### src/rtl/axi_lite_pkg.sv
// Shared AXI4-Lite response codes and the command-master state encoding.
package axi_lite_pkg;

    localparam logic [1:0] RESP_OKAY   = 2'b00;
    localparam logic [1:0] RESP_SLVERR = 2'b10;
    localparam logic [1:0] RESP_DECERR = 2'b11;

    typedef enum logic [2:0] {
        IDLE,
        WR,
        WR_B,
        RD_A,
        RD_D,
        RSP
    } state_t;

endpackage

### src/rtl/axi_lite_cmd_master.sv
// AXI4-Lite initiator: one command in, one bus transaction out, one response back.
// Handshakes: a beat transfers on the rising aclk edge where valid && ready are both high.
module axi_lite_cmd_master
    import axi_lite_pkg::*;
#(
    parameter int ADDR_W         = 3,
    parameter int TIMEOUT_CYCLES = 1024
) (
    input  logic              aclk,
    input  logic              aresetn,
    input  logic              cmd_valid,
    output logic              cmd_ready,
    input  logic              cmd_write,
    input  logic [ADDR_W-1:0] cmd_addr,
    input  logic [31:0]       cmd_wdata,
    output logic              rsp_valid,
    input  logic              rsp_ready,
    output logic              rsp_write,
    output logic [31:0]       rsp_rdata,
    output logic [1:0]        rsp_resp,
    output logic              rsp_timeout,
    output logic [ADDR_W-1:0] awaddr,
    output logic [2:0]        awprot,
    output logic              awvalid,
    input  logic              awready,
    output logic [31:0]       wdata,
    output logic [3:0]        wstrb,
    output logic              wvalid,
    input  logic              wready,
    input  logic [1:0]        bresp,
    input  logic              bvalid,
    output logic              bready,
    output logic [ADDR_W-1:0] araddr,
    output logic [2:0]        arprot,
    output logic              arvalid,
    input  logic              arready,
    input  logic [31:0]       rdata,
    input  logic [1:0]        rresp,
    input  logic              rvalid,
    output logic              rready,
    output state_t            o_dbg_state
);

    localparam bit                TMO_EN    = (TIMEOUT_CYCLES != 0);
    localparam int                CNT_W     = TMO_EN ? $clog2(TIMEOUT_CYCLES + 1) : 1;
    localparam logic [CNT_W-1:0]  TMO_LIMIT = CNT_W'(TIMEOUT_CYCLES);

    state_t              r_state;
    logic                r_cmd_ready;
    logic                r_write;
    logic [ADDR_W-1:0]   r_addr;
    logic [31:0]         r_wdata;
    logic                r_awvalid;
    logic                r_wvalid;
    logic                r_bready;
    logic                r_arvalid;
    logic                r_rready;
    logic                r_rsp_valid;
    logic [31:0]         r_rsp_rdata;
    logic [1:0]          r_rsp_resp;
    logic                r_rsp_timeout;
    logic [CNT_W-1:0]    r_tmo_cnt;

    logic                w_aw_done;
    logic                w_w_done;
    logic                w_in_bus;
    logic [CNT_W-1:0]    w_tmo_next;
    logic                w_tmo_hit;

    // A channel counts as done once its beat has gone, or if it goes on this edge.
    assign w_aw_done  = !r_awvalid || awready;
    assign w_w_done   = !r_wvalid  || wready;
    assign w_in_bus   = (r_state == WR) || (r_state == WR_B) ||
                        (r_state == RD_A) || (r_state == RD_D);
    assign w_tmo_next = r_tmo_cnt + CNT_W'(1);
    assign w_tmo_hit  = TMO_EN && w_in_bus && (w_tmo_next == TMO_LIMIT);

    always_ff @(posedge aclk) begin
        if (!aresetn) begin
            r_state       <= IDLE;
            r_cmd_ready   <= 1'b0;
            r_write       <= 1'b0;
            r_addr        <= '0;
            r_wdata       <= '0;
            r_awvalid     <= 1'b0;
            r_wvalid      <= 1'b0;
            r_bready      <= 1'b0;
            r_arvalid     <= 1'b0;
            r_rready      <= 1'b0;
            r_rsp_valid   <= 1'b0;
            r_rsp_rdata   <= '0;
            r_rsp_resp    <= RESP_OKAY;
            r_rsp_timeout <= 1'b0;
            r_tmo_cnt     <= '0;
        end else begin
            case (r_state)
                IDLE: begin
                    r_cmd_ready <= 1'b1;
                    if (cmd_valid && r_cmd_ready) begin
                        r_cmd_ready <= 1'b0;
                        r_write     <= cmd_write;
                        r_addr      <= cmd_addr;
                        r_wdata     <= cmd_wdata;
                        r_tmo_cnt   <= '0;
                        if (cmd_write) begin
                            r_awvalid <= 1'b1;
                            r_wvalid  <= 1'b1;
                            r_state   <= WR;
                        end else begin
                            r_arvalid <= 1'b1;
                            r_state   <= RD_A;
                        end
                    end
                end
                WR: begin
                    if (r_awvalid && awready) r_awvalid <= 1'b0;
                    if (r_wvalid && wready)   r_wvalid  <= 1'b0;
                    if (w_aw_done && w_w_done) begin
                        r_bready <= 1'b1;
                        r_state  <= WR_B;
                    end
                end
                WR_B: begin
                    if (bvalid && r_bready) begin
                        r_bready      <= 1'b0;
                        r_rsp_valid   <= 1'b1;
                        r_rsp_resp    <= bresp;
                        r_rsp_rdata   <= '0;
                        r_rsp_timeout <= 1'b0;
                        r_state       <= RSP;
                    end
                end
                RD_A: begin
                    if (r_arvalid && arready) begin
                        r_arvalid <= 1'b0;
                        r_rready  <= 1'b1;
                        r_state   <= RD_D;
                    end
                end
                RD_D: begin
                    if (rvalid && r_rready) begin
                        r_rready      <= 1'b0;
                        r_rsp_valid   <= 1'b1;
                        r_rsp_resp    <= rresp;
                        r_rsp_rdata   <= rdata;
                        r_rsp_timeout <= 1'b0;
                        r_state       <= RSP;
                    end
                end
                RSP: begin
                    if (rsp_ready) begin
                        r_rsp_valid <= 1'b0;
                        r_cmd_ready <= 1'b1;
                        r_state     <= IDLE;
                    end
                end
                default: r_state <= IDLE;
            endcase

            // Abort overrides any bus progress on the same edge; the slave is treated as hung.
            if (TMO_EN && w_in_bus) r_tmo_cnt <= w_tmo_next;
            if (w_tmo_hit) begin
                r_awvalid     <= 1'b0;
                r_wvalid      <= 1'b0;
                r_bready      <= 1'b0;
                r_arvalid     <= 1'b0;
                r_rready      <= 1'b0;
                r_rsp_valid   <= 1'b1;
                r_rsp_resp    <= RESP_DECERR;
                r_rsp_rdata   <= '0;
                r_rsp_timeout <= 1'b1;
                r_state       <= RSP;
            end
        end
    end

    assign cmd_ready   = r_cmd_ready;
    assign rsp_valid   = r_rsp_valid;
    assign rsp_write   = r_write;
    assign rsp_rdata   = r_rsp_rdata;
    assign rsp_resp    = r_rsp_resp;
    assign rsp_timeout = r_rsp_timeout;
    assign awaddr      = r_addr;
    assign awprot      = 3'b000;
    assign awvalid     = r_awvalid;
    assign wdata       = r_wdata;
    assign wstrb       = 4'hF;
    assign wvalid      = r_wvalid;
    assign bready      = r_bready;
    assign araddr      = r_addr;
    assign arprot      = 3'b000;
    assign arvalid     = r_arvalid;
    assign rready      = r_rready;
    assign o_dbg_state = r_state;

endmodule

### config.mk
export PLATFORM = sky130hd
export DESIGN_NAME = axi_lite_cmd_master
export DESIGN_NICKNAME = d
export VERILOG_FILES = /design/src/rtl/axi_lite_pkg.sv /design/src/rtl/axi_lite_cmd_master.sv
export SDC_FILE = /design/constraint.sdc
export NUM_CORES = 1
export LEC_CHECK = 0
export ABC_CLOCK_PERIOD_IN_PS = 1710
export BUFFER_PORTS_ARGS = -buffer_cell sky130_fd_sc_hd__buf_4
export CAP_MARGIN = 20
export CORE_MARGIN = 5
export CORE_UTILIZATION = 43
export CTS_CLUSTER_DIAMETER = 150
export DETAILED_ROUTE_END_ITERATION = 7
export HOLD_SLACK_MARGIN = 0.06
export PLACE_DENSITY = 0.78
export SLEW_MARGIN = 20
export SYNTH_ARGS = -nofsm -noshare
export SYNTH_HDL_FRONTEND = slang
export SYNTH_SLANG_ARGS = --single-unit
### constraint.sdc
create_clock -name aclk -period 1.71 [get_ports aclk]
set_input_delay 0.171 -clock aclk [delete_from_list [all_inputs] [get_ports aclk]]
set_output_delay 0.171 -clock aclk [all_outputs]
set_load 0.02 [all_outputs]
==> results of run 1 <==
## kinds of logic after synthesis
| kind of cell | synth area share |
|---|---|
| and+or+nand+nor | 0.196 |
| AOI/OAI and AO/OA | 0.263 |
| DFF | 0.447 |
| buffers and inverters | 0.0705 |
| muxes | 0.0152 |
| adders and majority gates | 0.00607 |
| other | 0.00182 |
## stage by stage
step / setup slack, ps / area, sq um / TNS [ps] / util
after global placement: -247 / 5670 / -8230 / 0.611
after floorplan: -53.7 / 4220 / -1200 / -
after CTS: -159 / 6360 / -5510 / 0.685
after global routing: -241 / 6460 / -9340 / 0.696
final: -189 / 6460 / -6310 / 0.696
after detailed placement: -296 / 5680 / -10740 / 0.612
## layer usage
metal  track usage  vias to the layer above  wire (um)
li1              -                     2179          -
met1         0.277                     2173       5570
met2         0.397                      229       6990
met3        0.0600                       33       1120
met4        0.0911                        0        403
met5             0                        -          0
## worst register-to-register path, stage by stage, from the launching register on
cell,delay (ps)
dfxtp_4,370
ha_4,180
and3_4,180
and4_4,180
mux2i_4,200
buf_6,130
or3_4,430
a21oi_2,160
## sequential cells by signal, indices dropped and copies added, names as in the netlist
register and count:
araddr 3, rsp_write 1, wdata 32, rready 1, bready 1, o_dbg_state 3, rsp_rdata 32, rsp_timeout 1
cmd_ready 1, arvalid 1, awvalid 1, rsp_valid 1, rsp_resp 2, r_tmo_cnt 11, wvalid 1
## area by class of cell
cell class                      instances  area [sq um]  area share
Clock buffer                           10           138      0.0213
Clock inverter                          6          60.1     0.00930
Inverter                                4          15.0     0.00233
Multi-Input combinational cell        365          2200       0.340
Sequential cell                        92          1850       0.287
Tap cell                              129           161      0.0250
Timing Repair Buffer                  246          2030       0.314
## power by group through the flow
| stage | clock network [mW] | registers (mW) | logic, mW |
|---|---|---|---|
| 2_1_floorplan | 0 | 3.18 | 2.27 |
| 3_3_place_gp | 0 | 2.82 | 4.10 |
| 3_5_place_dp | 0 | 2.85 | 4.27 |
| 4_1_cts | 1.51 | 2.80 | 4.41 |
| 5_1_grt | 1.63 | 2.87 | 4.88 |
| 6_report | 1.49 | 2.82 | 4.53 |
## what timing repair did
item	in CTS	in global routing
gates cloned	1	0
setup buffers	4	3
pin swaps	5	5
setup endpoints to repair	45	76
endpoints found under the hold margin	36	0
hold buffers	36	0
gates resized for setup	21	17
## placed cells by master (no fill, tap or decap), types with 3 or more instances in the layout
| cell type | count |
|---|---|
| nor2b_1 | 3 |
| conb_1 | 10 |
| buf_4 | 200 |
| dfxtp_1 | 86 |
| a22o_1 | 32 |
| nand3_1 | 5 |
| buf_12 | 6 |
| and2_1 | 4 |
| nor3_2 | 5 |
| dfxtp_2 | 4 |
| a21oi_2 | 7 |
| dlygate4sd3_1 | 36 |
| nand2_1 | 92 |
| a21oi_1 | 53 |
| clkbuf_8 | 10 |
| a31oi_1 | 3 |
| o21ai_0 | 12 |
| nor3_1 | 3 |
| inv_8 | 3 |
| buf_6 | 3 |
| nand2b_1 | 3 |
| inv_1 | 3 |
| nor2_1 | 53 |
| a22oi_1 | 33 |
## path summary, 6_finish.rpt
check | startpoint | end | slack [ps] | depth (start not counted)
worst max-delay path | r_tmo_cnt[1] | rsp_timeout | -190 | 7
worst min-delay path | aresetn | r_tmo_cnt[6] | 90 | 3
worst max register to register | r_tmo_cnt[1] | rsp_timeout | -190 | 7
worst min register to register | wdata[0] | wdata[0] | 460 | 2
==> summary.txt, run 1 <==
Layout
  • ANT cells: 0
  • Area delta synth->final: 56.7%
  • Fraction of layout cells with a size suffix above 1: 0.371
  • Nets: 801
  • FILL cells: 708
  • Non-filler cells, final: 852

Yosys
  • Syn_area_per_cell: 8.16 sq um
  • Sequential fraction of the synthesis area: 0.447
  • Post-synth EDFFs: 0
  • Yosys cell types: 46
  • Post-synth top cells: 92 x dfxtp_1, 92 x nand2_1, 55 x a21oi_1
  • Cell Area, Synth: 4120 sq um
  • Yosys reg bits: 92
  • Synth async-reset ratio: 0
  • Warning count from the yosys run: 0
  • Share of the synthesized area in the top cell type: 0.447
  • Gate count of the mapped netlist: between 500 and 600
  • Main synth FF type: dfxtp_1
  • Top post-synthesis cells by area: dfxtp_1 45%, nand2_1 8.4%, a22o_1 6.8%
  • Synth area leader: dfxtp_1

Die
  • DIE AREA: ~12000 sq um
  • Die height: 108 um
  • Starting Density: 0.444
  • Die width: 108 um
  • Io pins: 175
  • Core Area: 9280 sq um
  • Core Rows: 35

Critical path
  • Slowest CP cell: or3_4
  • Critical Path, Cell by Cell: ha_4 -> and3_4 -> and4_4 -> mux2i_4 -> buf_6 -> or3_4 -> a21oi_2
  • Worst Path Arrival: 2200 ps
  • Critical path type: flop to flop
  • Longest individual stage delay on the worst path: 430 ps
  • Worst Path Max Fanout: 6
  • CP required: 2010 ps
  • Nature of the critical path endpoint: flop
  • Crit path max-delay family: simple AND/OR/NAND/NOR gates
  • CP Buf/Inv Count: 1
  • Worst Setup Start Kind: flop

Drt
  • Post-route ant nets: 0
  • Vias: 4614
  • Initial DRC count: 249
  • DRT Pass-1 Iters: 5
  • DRC errors left: 0
  • Routed wire per std cell: ~17 um
  • Final WL: 14100 um
  • Via/cell ratio: 5.42

Pwr
  • Int Power: approximately 5.1 mW
  • Max VDD drop: 0.603 mV
  • Comb power frac: 0.512
  • Sw Share: 0.425
  • Clock network power share: 0.168
  • Flop pwr share: 0.319
  • PwrDens: 1370 nW/um^2
  • P_leak: approximately 2.8 nW
  • Sw Pwr: 3.76 mW
  • Power consumption: 8.84 mW

Clock tree
  • CTS tree: yes
  • Clk root buf: clkbuf_8
  • Longest Clk Path Bufs: 2
  • Worst skew pair latency: 380 ps
  • CTS Sinks: 92
  • Clock slew at reported path FFs: roughly 100 ps
  • H-tree levels: 3
  • CTS Buf Count: 9

Placed design
  • DPL Wire Length: 9240 um
  • GP Congestion: 0.872
  • Port bufs: 164
  • Placed cell count: 793

Hold path
  • Tightest Hold Check Type: primary input to flop

Flow run
  • Max Cap Viol: 0

Global routing
  • Pin count of the biggest net entering global routing: 39
  • First-pass GRT wire length: 21800 um
  • Initial antenna violation count: 0
  • Vias in the first global route: approximately 4500
  • Overflow left after global routing: 0
  • Total track usage: 0.232

STA
  • RSZ-0062 raised after global routing: yes
  • Endpoints failing setup: 44
  • Slew headroom: 0.614
  • Clock period minus final worst setup slack: 1900 ps
  • Final period utilization: 1.11
  • Fin. Hold Viols: 0
  • Final WS setup: -189 ps
  • Hold slack: 89.8 ps
  • Slew at the pin with the worst max-slew slack: 577 ps
  • Slew Limit Fails: 0
  • Fmax: between 500 and 600 MHz
  • Clock Skew: 17.3 ps

Run status
  • Outcome: finished with violations
  • Failing checks: negative setup slack
Power figures use the tool's default switching activity.
==> run 2: changes to the inputs <==
Settings changed: SKIP_CTS_REPAIR_TIMING from default to 1.
==> run 2 against run 1 <==
  * The run still ends with negative setup slack left
  * Cell area is 0.48% lower
  * Critical path type unchanged
  * Setup slack worse by 7.1 ps
  * Sequential share of layout area is 0.14 points higher
  * Cell count is 0.59% lower
  * Largest power group unchanged
  * Register-to-register slack hardly changed
  * Flip-flop and latch count stayed put
  * First-iteration DRC count is 16% higher
  * Count of clock-buffer cells in the layout stayed put
  * Maximum frequency is 0.37% lower
==> summary.txt, run 2 (synthesis results as in run 1) <==
Drt
  • Final WL: 14100 um (about the same)
  • Initial DRC count: 289 (was 249)
  • Via/cell ratio: 5.40 (was 5.42)
  • Routed wire per std cell: 16.6 um (was 16.5 um)
  • Vias: 4570 (was 4614)
  • DRT Pass-1 Iters: 6 (was 5)
  • Post-route ant nets: 0 (unchanged)
  • DRC errors left: 0 (unchanged)

STA
  • Slew headroom: 0.609 (was 0.614)
  • Final WS setup: -196 ps (was -189 ps)
  • Clock Skew: 17.5 ps (was 17.3 ps)
  • Slew Limit Fails: 0 (unchanged)
  • Clock period minus final worst setup slack: 1910 ps (was 1900 ps)
  • RSZ-0062 raised after global routing: yes (unchanged)
  • Endpoints failing setup: 44 (unchanged)
  • Fin. Hold Viols: 0 (unchanged)
  • Slew at the pin with the worst max-slew slack: 584 ps (was 577 ps)
  • Fmax: 525 MHz (was 526 MHz)
  • Final period utilization: 1.11 (about the same)

Run status
  • Outcome: finished with violations (unchanged)
  • Failing checks: negative setup slack (unchanged)

Die
  • Core Rows: 35 (unchanged)
  • Starting Density: 0.444 (unchanged)
  • DIE AREA: 11600 sq um (unchanged)
  • Io pins: 175 (unchanged)
  • Core Area: 9280 sq um (unchanged)
  • Die height: 108 um (unchanged)
  • Die width: 108 um (unchanged)

Placed design
  • Placed cell count: 793 (unchanged)
  • Port bufs: 164 (unchanged)
  • DPL Wire Length: 9240 um (unchanged)
  • GP Congestion: 0.872 (unchanged)
  • Placed cell area: 5680 sq um (unchanged)

Layout
  • Area delta synth->final: 56.0% (was 56.7%)
  • Fraction of layout cells with a size suffix above 1: 0.386 (was 0.371)
  • Commonest non-fill, non-tap cells in the layout: 199 x buf_4, 92 x nand2_1, 86 x dfxtp_1, 54 x a21oi_1, 42 x nor2_1 (was 200 x buf_4, 92 x nand2_1, 86 x dfxtp_1, 53 x a21oi_1, 53 x nor2_1)
  • ANT cells: 0 (unchanged)
  • Final Cell Area: 6430 sq um (was 6460 sq um)
  • Non-filler cells, final: 847 (was 852)
  • Most common cell after layout, fill and taps aside: buf_4 (unchanged)
  • Nets: 796 (was 801)

Clock tree
  • Clk root buf: clkbuf_8 (unchanged)
  • CTS tree: yes (unchanged)
  • CTS Buf Count: 9 (unchanged)
  • Longest Clk Path Bufs: 2 (unchanged)
  • H-tree levels: 3 (unchanged)
  • CTS Sinks: 92 (unchanged)
  • Worst skew pair latency: 380 ps (about the same)
  • Clock slew at reported path FFs: 100 ps (about the same)

Pwr
  • P_leak: 2.75 nW (was 2.77 nW)
  • Comb power frac: 0.515 (was 0.512)
  • Sw Pwr: 3.78 mW (was 3.76 mW)
  • Clock network power share: 0.167 (was 0.168)
  • PwrDens: 1380 nW/um^2 (was 1370 nW/um^2)
  • Power consumption: 8.85 mW (was 8.84 mW)
  • Int Power: 5.07 mW (was 5.08 mW)
  • Flop pwr share: 0.318 (was 0.319)
  • Sw Share: 0.427 (was 0.425)
  • Max VDD drop: 0.768 mV (was 0.603 mV)

Global routing
  • Pin count of the biggest net entering global routing: 39 (unchanged)
  • Vias in the first global route: 4085 (was 4494)
  • Initial antenna violation count: 0 (unchanged)
  • Total track usage: 0.209 (was 0.232)
  • First-pass GRT wire length: 19700 um (was 21800 um)
  • Overflow left after global routing: 0 (unchanged)

Hold path
  • Tightest Hold Check Type: primary input to flop (unchanged)

Critical path
  • Longest individual stage delay on the worst path: 370 ps (was 430 ps)
  • Slowest CP cell: dfxtp_4 (was or3_4)
  • Nature of the critical path endpoint: flop (unchanged)
  • CP required: 1970 ps (was 2010 ps)
  • Worst Path Arrival: 2170 ps (was 2200 ps)
  • Worst Path Max Fanout: 6 (unchanged)
  • Crit path max-delay family: compound AO/OA/AOI/OAI gates (was simple AND/OR/NAND/NOR gates)
  • Critical Path, Cell by Cell: ha_4 -> or3_4 -> a21boi_4 -> mux2i_4 -> o31ai_4 -> buf_6 -> clkbuf_16 -> nor2_2 (was ha_4 -> and3_4 -> and4_4 -> mux2i_4 -> buf_6 -> or3_4 -> a21oi_2)
  • Worst Setup Start Kind: flop (unchanged)
  • Critical path type: flop to flop (unchanged)
  • CP Buf/Inv Count: 2 (was 1)

Flow run
  • Max Cap Viol: 0 (unchanged)
-- run 2: power by group through the flow --
stage / sequential, mW / combinational [mW] / clock, mW
after floorplan: 3.18 / 2.27 / 0
after global placement: 2.82 / 4.10 / 0
after detailed placement: 2.85 / 4.27 / 0
after CTS: 2.80 / 4.29 / 1.51
after global routing: 2.86 / 4.90 / 1.62
final: 2.82 / 4.56 / 1.48
-- run 2: layout make-up --
type	instances	area (sq um)
fillers	713	2860
inverters	4	15.0
clock buffers	10	138
repair buffers	241	1980
multi-input cells	365	2220
flip-flops and latches	92	1850
well taps	129	161
clock inverters	6	60.1
-- run 2: worst paths after layout --
check                    start       endpoint  cells after the start  slack [ps]
setup / recovery  r_tmo_cnt[1]  rsp_rdata[21]                      8        -200
hold reg to reg      wdata[20]      wdata[20]                      2         460
hold / removal    cmd_wdata[4]       wdata[4]                      3          60
setup reg to reg  r_tmo_cnt[1]  rsp_rdata[21]                      8        -200
-- run 2: per-stage QoR --
| step | setup slack [ps] | hold WS, ps | utilization | setup TNS [ps] |
|---|---|---|---|---|
| detailed placement | -296 | 382 | 0.612 | -10740 |
| global placement | -247 | 381 | 0.611 | -8230 |
| floorplan | -53.7 | 286 | - | -1200 |
| global route | -262 | 64.4 | 0.692 | -9740 |
| finish | -196 | 58.0 | 0.692 | -6840 |
| CTS | -321 | -19.4 | 0.633 | -11630 |
-- run 2: worst reg2reg max path: stages (launching register included) --
cell       delay (ps)
dfxtp_4           370
ha_4              180
or3_4             340
a21boi_4          160
mux2i_4           110
o31ai_4           270
buf_6             180
clkbuf_16         160
nor2_2             40
-- run 2: metal layers --
metal | routed length (um) | vias to the layer above | global-route usage
li1 | - | 2173 | -
met3 | 1140 | 26 | 0.0582
met5 | 0 | - | 0
met4 | 269 | 0 | 0.0685
met1 | 5530 | 2167 | 0.257
met2 | 7110 | 204 | 0.351
==> run 3: changes to the inputs <==
Settings changed: ABC_CLOCK_PERIOD_IN_PS 1710 to 2400, CORE_UTILIZATION 43 to 51, PLACE_DENSITY 0.78 to 0.87.
Clock period 1.71 ns to 2.4 ns, I/O delays scaled along.
==> run 3 against run 2 <==
  * The run now ends clean
  * Setup slack better by 330 ps
  * Register-to-register slack better by 330 ps
  * Clock power down 35%
  * Critical path type unchanged
  * First-iteration DRC count down 15%
  * Core utilization is 2.2 points higher
  * Largest power group unchanged
  * Largest cell class unchanged
  * Non-clock buffer count shrank 61
==> summary.txt, run 3 (synthesis results as in run 1) <==
Clock tree
  • Longest Clk Path Bufs: 2 (unchanged)
  • CTS tree: yes (unchanged)
  • Clk root buf: clkbuf_8 (unchanged)
  • CTS Sinks: 92 (unchanged)
  • H-tree levels: 3 (unchanged)
  • Clock slew at reported path FFs: 90 ps (was 100 ps)
  • CTS Buf Count: 9 (unchanged)
  • Worst skew pair latency: 370 ps (was 380 ps)

Flow run
  • Max Cap Viol: 0 (unchanged)

STA
  • Clock Skew: 9.24 ps (was 17.5 ps)
  • Fin. Hold Viols: 0 (unchanged)
  • Slew headroom: 0.632 (was 0.609)
  • Final period utilization: 0.945 (was 1.11)
  • RSZ-0062 raised after global routing: no (was yes)
  • Slew Limit Fails: 0 (unchanged)
  • Setup TNS: 0 ps (was -6840 ps)
  • Fmax: 441 MHz (was 525 MHz)
  • Endpoints failing setup: 0 (was 44)
  • Slew at the pin with the worst max-slew slack: 551 ps (was 584 ps)
  • Clock period minus final worst setup slack: 2270 ps (was 1910 ps)

Critical path
  • Longest individual stage delay on the worst path: 500 ps (was 370 ps)
  • Worst Setup Start Kind: flop (unchanged)
  • Critical Path, Cell by Cell: ha_1 -> and3_1 -> and4_1 -> mux2i_1 -> o31ai_4 -> buf_4 -> nor2_1 (was ha_4 -> or3_4 -> a21boi_4 -> mux2i_4 -> o31ai_4 -> buf_6 -> clkbuf_16 -> nor2_2)
  • Critical path type: flop to flop (unchanged)
  • CP required: 2660 ps (was 1970 ps)
  • Slowest CP cell: o31ai_4 (was dfxtp_4)
  • Worst Path Arrival: 2530 ps (was 2170 ps)
  • Nature of the critical path endpoint: flop (unchanged)
  • Worst Path Max Fanout: 8 (was 6)

Global routing
  • First-pass GRT wire length: 19100 um (was 19700 um)
  • Overflow left after global routing: 0 (unchanged)
  • Vias in the first global route: 4010 (was 4085)
  • Initial antenna violation count: 0 (unchanged)
  • Pin count of the biggest net entering global routing: 39 (unchanged)
  • Total track usage: 0.233 (was 0.209)

Placed design
  • Port bufs: 164 (unchanged)
  • Placed cell count: 742 (was 793)
  • DPL Wire Length: 8810 um (was 9240 um)
  • GP Congestion: 0.905 (was 0.872)

Drt
  • DRT Pass-1 Iters: 4 (was 6)
  • Via/cell ratio: 5.54 (was 5.40)
  • Post-route ant nets: 0 (unchanged)
  • DRC errors left: 0 (unchanged)
  • Final WL: 12000 um (was 14100 um)
  • Initial DRC count: 245 (was 289)
  • Routed wire per std cell: 15.8 um (was 16.6 um)
  • Vias: 4203 (was 4570)

Layout
  • Fraction of layout cells with a size suffix above 1: 0.315 (was 0.386)
  • Area delta synth->final: 35.3% (was 56.0%)
  • Most common cell after layout, fill and taps aside: buf_4 (unchanged)
  • Commonest non-fill, non-tap cells in the layout: 178 x buf_4, 92 x nand2_1, 92 x dfxtp_1, 55 x a21oi_1, 54 x nor2_1 (was 199 x buf_4, 92 x nand2_1, 86 x dfxtp_1, 54 x a21oi_1, 42 x nor2_1)
  • ANT cells: 0 (unchanged)
  • Non-filler cells, final: 759 (was 847)
  • Nets: 735 (was 796)

Pwr
  • PwrDens: 1030 nW/um^2 (was 1380 nW/um^2)
  • Max VDD drop: 0.534 mV (was 0.768 mV)
  • P_leak: 2.41 nW (was 2.75 nW)

Die
  • Starting Density: 0.528 (was 0.444)
  • Core Area: 7810 sq um (was 9280 sq um)
  • DIE AREA: 9980 sq um (was 11600 sq um)
  • Die width: 99.9 um (was 108 um)
  • Io pins: 175 (unchanged)
  • Core Rows: 32 (was 35)
  • Die height: 99.9 um (was 108 um)

Hold path
  • Tightest Hold Check Type: primary input to flop (unchanged)

Run status
  • Outcome: finished clean (was finished with violations)
-- run 3: changes by cell type in the layout (fill, tap and decap cells not counted), sizes merged --
cell	change
clkinv	+1
inv	-3
dlygate4sd3	-31
buf	-29
clkinvlp	+2
clkbuf	-1
-- run 3: worst paths after layout --
path	end	start	depth (start not counted)	slack, ps
worst max register to register	rsp_rdata[22]	r_tmo_cnt[0]	7	130
worst min register to register	wdata[12]	wdata[12]	2	460
worst max-delay path	rsp_rdata[22]	r_tmo_cnt[0]	7	130
worst min-delay path	awvalid	awready	2	80
-- run 3: metrics by stage --
| step | utilization | worst slack (ps) | hold slack, ps | power (mW) | cell area (sq um) |
|---|---|---|---|---|---|
| floorplan | - | 509 | 355 | 3.84 | 4150 |
| global placement | 0.690 | 247 | 443 | 4.65 | 5390 |
| detailed placement | 0.690 | 141 | 448 | 4.72 | 5390 |
| CTS | 0.713 | 127 | 76.4 | 5.67 | 5560 |
| global route | 0.714 | 13.1 | 75.6 | 6.08 | 5570 |
| finish | 0.714 | 133 | 81.9 | 5.72 | 5570 |
-- run 3: cell type report --
class                           count  area, sq um
Clock buffer                       10          128
Clock inverter                      6         48.8
Fill cell                         578         2230
Inverter                            4         15.0
Multi-Input combinational cell    365         2050
Sequential cell                    92         1840
Tap cell                          102          128
Timing Repair Buffer              180         1370
-- run 3: where the power goes --
group | internal (mW) | switching (mW) | leakage, nW | total (mW)
sequential | 1.78 | 0.210 | 0.746 | 1.99
combinational | 1.11 | 1.67 | 1.58 | 2.78
clock | 0.387 | 0.571 | 0.0848 | 0.959
total | 3.27 | 2.45 | 2.41 | 5.72
-- run 3: layer usage --
metal / wire length (um) / up-vias / part of all wire / track usage
met5: 0 / - / 0 / 0
met4: 286 / 0 / 0.024 / 0.0998
met3: 821 / 22 / 0.069 / 0.0459
met2: 6030 / 167 / 0.50 / 0.409
met1: 4810 / 1969 / 0.40 / 0.276
li1: - / 2045 / - / -
-- run 3: worst max-delay path: cells and delay by family, from the launching register on --
family,cells,cell delay [ps]
AO/OA/AOI/OAI,1,500
adder cells (fa/ha/maj),1,320
buffers and inverters,1,250
flip-flops,1,440
multiplexers,1,140
AND/OR/NAND/NOR,3,500
